[src/rtl/operand_fetch.sv]
// Operand-fetch stage: register file with write-back bypass, registered ALU
// operands/opcode with stall refresh, and a registered zero flag.
module operand_fetch #(
   parameter int W  = 8,
   parameter int A  = 3,
   parameter int IW = 4
) (
   input  logic          CLK,
   input  logic          Reset,
   input  logic          IssueValid,
   input  logic          Stall,
   input  logic [A-1:0]  RdAddrA,
   input  logic [A-1:0]  RdAddrB,
   input  logic          ImmSel,
   input  logic [IW-1:0] Imm,
   input  logic [1:0]    ALUOpIn,
   input  logic          WrEn,
   input  logic [A-1:0]  WrAddr,
   input  logic [W-1:0]  WrData,
   input  logic          FlagWrEn,
   output logic [W-1:0]  ALUSrcA,
   output logic [W-1:0]  ALUSrcB,
   output logic [1:0]    ALUOp,
   output logic          OperandValid,
   output logic          ZeroFlag
);

   localparam int DEPTH = 1 << A;

   logic [W-1:0] rf_q [DEPTH];

   logic [W-1:0] alu_src_a_q, alu_src_a_d;
   logic [W-1:0] alu_src_b_q, alu_src_b_d;
   logic [1:0]   alu_op_q, alu_op_d;
   logic         valid_q, valid_d;
   logic         zero_q, zero_d;
   logic [A-1:0] addr_a_q, addr_a_d;
   logic [A-1:0] addr_b_q, addr_b_d;
   logic         imm_sel_q, imm_sel_d;

   logic [W-1:0] src_a, src_b;
   logic         wr_live, refresh_a, refresh_b;

   assign wr_live = WrEn && (WrAddr != '0);

   // Read ports: r0 reads as zero; a same-cycle write to the source wins over the array.
   always_comb begin
      // NOTE: every combinational output gets a default first so no path can infer a latch.
      src_a = '0;
      src_b = '0;
      if (RdAddrA != '0) begin
         src_a = (WrEn && (WrAddr == RdAddrA)) ? WrData : rf_q[RdAddrA];
      end
      if (ImmSel) begin
         src_b = {{(W-IW){1'b0}}, Imm};
      end else if (RdAddrB != '0) begin
         src_b = (WrEn && (WrAddr == RdAddrB)) ? WrData : rf_q[RdAddrB];
      end
   end

   assign refresh_a = wr_live && (WrAddr == addr_a_q);
   assign refresh_b = wr_live && (WrAddr == addr_b_q) && !imm_sel_q;

   // Stall outranks issue; a stalled operand only changes when its source is rewritten.
   always_comb begin
      alu_src_a_d = alu_src_a_q;
      alu_src_b_d = alu_src_b_q;
      alu_op_d    = alu_op_q;
      valid_d     = valid_q;
      addr_a_d    = addr_a_q;
      addr_b_d    = addr_b_q;
      imm_sel_d   = imm_sel_q;
      zero_d      = zero_q;

      if (Stall) begin
         if (refresh_a) alu_src_a_d = WrData;
         if (refresh_b) alu_src_b_d = WrData;
      end else if (IssueValid) begin
         alu_src_a_d = src_a;
         alu_src_b_d = src_b;
         alu_op_d    = ALUOpIn;
         valid_d     = 1'b1;
         addr_a_d    = RdAddrA;
         addr_b_d    = RdAddrB;
         imm_sel_d   = ImmSel;
      end else begin
         valid_d     = 1'b0;
      end

      if (WrEn && FlagWrEn) zero_d = (WrData == '0);
   end

   always_ff @(posedge CLK) begin
      if (Reset) begin
         // NOTE: the register file is architecturally cleared by reset, so the
         // array is reset here instead of being left as uninitialised RAM.
         for (int i = 0; i < DEPTH; i++) rf_q[i] <= '0;
         alu_src_a_q <= '0;
         alu_src_b_q <= '0;
         alu_op_q    <= '0;
         valid_q     <= 1'b0;
         zero_q      <= 1'b0;
         addr_a_q    <= '0;
         addr_b_q    <= '0;
         imm_sel_q   <= 1'b0;
      end else begin
         // NOTE: non-blocking assignments keep every read in this edge on pre-edge values.
         if (wr_live) rf_q[WrAddr] <= WrData;
         alu_src_a_q <= alu_src_a_d;
         alu_src_b_q <= alu_src_b_d;
         alu_op_q    <= alu_op_d;
         valid_q     <= valid_d;
         zero_q      <= zero_d;
         addr_a_q    <= addr_a_d;
         addr_b_q    <= addr_b_d;
         imm_sel_q   <= imm_sel_d;
      end
   end

   assign ALUSrcA      = alu_src_a_q;
   assign ALUSrcB      = alu_src_b_q;
   assign ALUOp        = alu_op_q;
   assign OperandValid = valid_q;
   assign ZeroFlag     = zero_q;

endmodule

[config.mk]
export PLATFORM = sky130hd
export DESIGN_NAME = operand_fetch
export DESIGN_NICKNAME = d
export VERILOG_FILES = /design/src/rtl/operand_fetch.sv
export SDC_FILE = /design/constraint.sdc
export NUM_CORES = 1
export LEC_CHECK = 0
export ABC_AREA = 1
export BUFFER_PORTS_ARGS = -buffer_cell sky130_fd_sc_hd__buf_4
export CAP_MARGIN = 25
export CORE_MARGIN = 2
export CORE_UTILIZATION = 59
export DETAILED_ROUTE_END_ITERATION = 6
export MAX_ROUTING_LAYER = met4
export PLACE_DENSITY = 0.8
export SYNTH_ARGS = -nofsm -noshare
export SYNTH_HDL_FRONTEND = slang
export SYNTH_SLANG_ARGS = --single-unit
[constraint.sdc]
create_clock -name CLK -period 1.98 [get_ports CLK]
set_input_delay 0.297 -clock CLK [delete_from_list [all_inputs] [get_ports CLK]]
set_output_delay 0.297 -clock CLK [all_outputs]
set_load 0.02 [all_outputs]
==> results.toml <==
[sta]
maxSlewViolCount = 0
rsz0062_at_grt = "no"
setup_slack_ns = 0.4585
setup_viol = 0
fin_crit_ns = 1.522
tightest_slew_ns = 0.5157
fin_worst_skew_ns = 0.01205
finalHoldViolCount = 0
max-slew-margin-rel = 0.6559
period_share = 0.7685
setup_tns_ns = 0
max_clock_freq_mhz = 657.2

[finish]
area_delta_synth_final_pct = 14.91
antennaDiodeCount = 0
drive_gt1_frac = 0.1538
nets = 740

[logic_synthesis]
yosys-top-cells-area = "edfxtp_1 38%, nand2_1 14%, dfxtp_1 11%, nand3_1 9.5%, nor2_1 6.7%"
synthFlopType = "edfxtp_1"
syn_inst = 653
synth_edf_count = 64
syn-cell-area_sq_um = 4992
ys_seq_area_frac = 0.4932
ys_ff_latch = 91
async_reset_ff_frac = 0
netlist-cell-type-count = 29
synth_top_area_frac = 0.3850
yosysMostFrequentCell = "nand2_1"
yosys_warnings = 0
synthTopCellsByCount = "182 x nand2_1, 95 x nand3_1, 89 x nor2_1, 64 x edfxtp_1, 46 x a21oi_1"
avgSynthCellArea_sq_um = 7.645
post-synth-top-area-cell = "edfxtp_1"

[critical_path]
path_max_fanout = 8
cp-end-kind = "flip-flop"
crit_type = "input pin to flip-flop"
startpoint = "WrAddr[2]"
r2r-start = "addr_b_q[2]"
cp.required_ns = 2.02
arrival_ns = 1.57
start_kind = "input pin"

[placement]
gp_congestion = 0.9546
numPortBuffers = 49
dp_slack_ns = 0.08844
hpwl_mm = 11.57

[detailed_routing]
dr.first_iter.drc_count = 666
dr.max_layer_used = "met4"
drc = 0
met3_length_mm = 1.509
wirelength_mm = 15.60
wl_met2_mm = 7.210
wl_met1_mm = 6.290
first_pass_iters = 5
viasPerCell = 6.013
postRouteAntennaNets = 0
vias = 4931
drt-wirelength-per-cell_um = 19.03

[clock_tree]
path_clk_slew_ns = 0.10
clk_path_buf_depth = 2
cts_tree = "yes"
post-cts-setup-buffer-count = 0
postCtsHoldBufs = 0
cts_root_buf = "clkbuf_8"
htree_levels = 3
cts_buffers = 9
clk_latency_ns = 0.37
clock-sinks = 91
cts_resized = 0

[power]
p_leak_uw = 0.002531
vdd_drop_max_uv = 429.7
power_density_nw_per_um2 = 741.0

[floorplan]
dieWidth_um = 95.99
die-area_sq_um = 9213
initial_core_util = 0.6076
pin_count = 50
fp-row-count = 33
core_area_sq_um = 8217
die_y_um = 95.99

[min_path]
hp-class = "input pin to flip-flop"
hold_start = "ALUOpIn[1]"

[run]
maxCapViolCount = 0

[grt]
first_global_vias = 4512
grt-ovfl-total = 0
grt_max_degree = 34
antenna_found_initial = 0
grt_usage = 0.3690
grt_pass1_wl_mm = 24.05

[outcome]
status = "finished clean"
-- worst paths after layout --
| check | slack [ns] | to | cells past startpoint |
|---|---|---|---|
| min reg2reg | 0.47 | imm_sel_q | 2 |
| min | 0.17 | ALUOp[1] | 3 |
| max | 0.46 | rf_q[7][5] | 9 |
| max reg2reg | 0.47 | ALUSrcB[3] | 9 |
-- registers in the layout, indices dropped and copies added (netlist names) --
signal,count
rf_q,64
ALUSrcA,8
ALUSrcB,8
addr_a_q,3
addr_b_q,3
ALUOp,2
OperandValid,1
ZeroFlag,1
imm_sel_q,1
-- metal layers --
metal,track usage,up-vias
met1,0.4755,2271
li1,-,2290
met2,0.5741,323
met3,0.05951,47
met5,-,-
met4,0.1690,0
-- area by class of cell --
| class | count | area, sq um |
|---|---|---|
| fill | 702 | 2480 |
| clock inverter | 7 | 66.31 |
| inverter | 42 | 157.7 |
| tap | 105 | 131.4 |
| sequential | 91 | 2462 |
| multi-input combinational | 495 | 2237 |
| timing repair buffer | 71 | 558.0 |
| clock buffer | 9 | 123.9 |
-- metrics by stage --
step                power, uW  cells  instance area, sq um  hold slack, ns    util
finish                   4251    820                  5737          0.1697  0.6982
global placement         3015    804                  5547          0.4429  0.6750
detailed placement       3030    804                  5547          0.4555  0.6750
global route             4386    820                  5737          0.1939  0.6982
CTS                      4218    820                  5737          0.1741  0.6982
floorplan                2721    660                  5019          0.3661       -
-- power by group --
group	switching [uW]	internal, uW	leakage, uW	total (uW)
clock network	748	491	0.0000922	1240
registers	76.5	2160	0.000837	2240
logic	514	260	0.00160	774
total	1340	2910	0.00253	4250
-- cells in the final DEF (no fill, tap or decap), drive strengths merged --
cell type | netlist | layout
o21bai | 1 | 1
nor2 | 92 | 92
xor2 | 1 | 1
inv | 36 | 41
o22ai | 3 | 3
clkinv | 6 | 6
clkbuf | 16 | 9
clkinvlp | 0 | 2
buf | 16 | 71
edfxtp | 64 | 64
conb | 1 | 8
o211ai | 6 | 6
nor3 | 6 | 6
a21boi | 3 | 3
dfxtp | 27 | 27
o21ai | 36 | 36
nand3 | 101 | 101
a31oi | 3 | 3
nand4 | 2 | 2
nand2 | 187 | 187
a21oi | 46 | 46
-- critical path, cell delays in order --
cell	delay [ns]
buf_4	0.14
nor2_1	0.11
a21boi_2	0.20
inv_1	0.10
nor2_4	0.14
nand2_1	0.08
inv_2	0.14
nand2_2	0.08
nand2_1	0.27
-- cells by family (layout without fill, tap and decap cells) --
kind of cell | after synthesis | after routing | synth area share
flip-flops | 91 | 91 | 0.4932
buffers and inverters | 74 | 129 | 0.06391
other | 1 | 8 | 0.0007512
XOR/XNOR | 1 | 1 | 0.001755
AO/OA/AOI/OAI | 98 | 98 | 0.1068
AND/OR/NAND/NOR | 388 | 388 | 0.3336
Note: power is estimated with default switching activity, not from simulation.
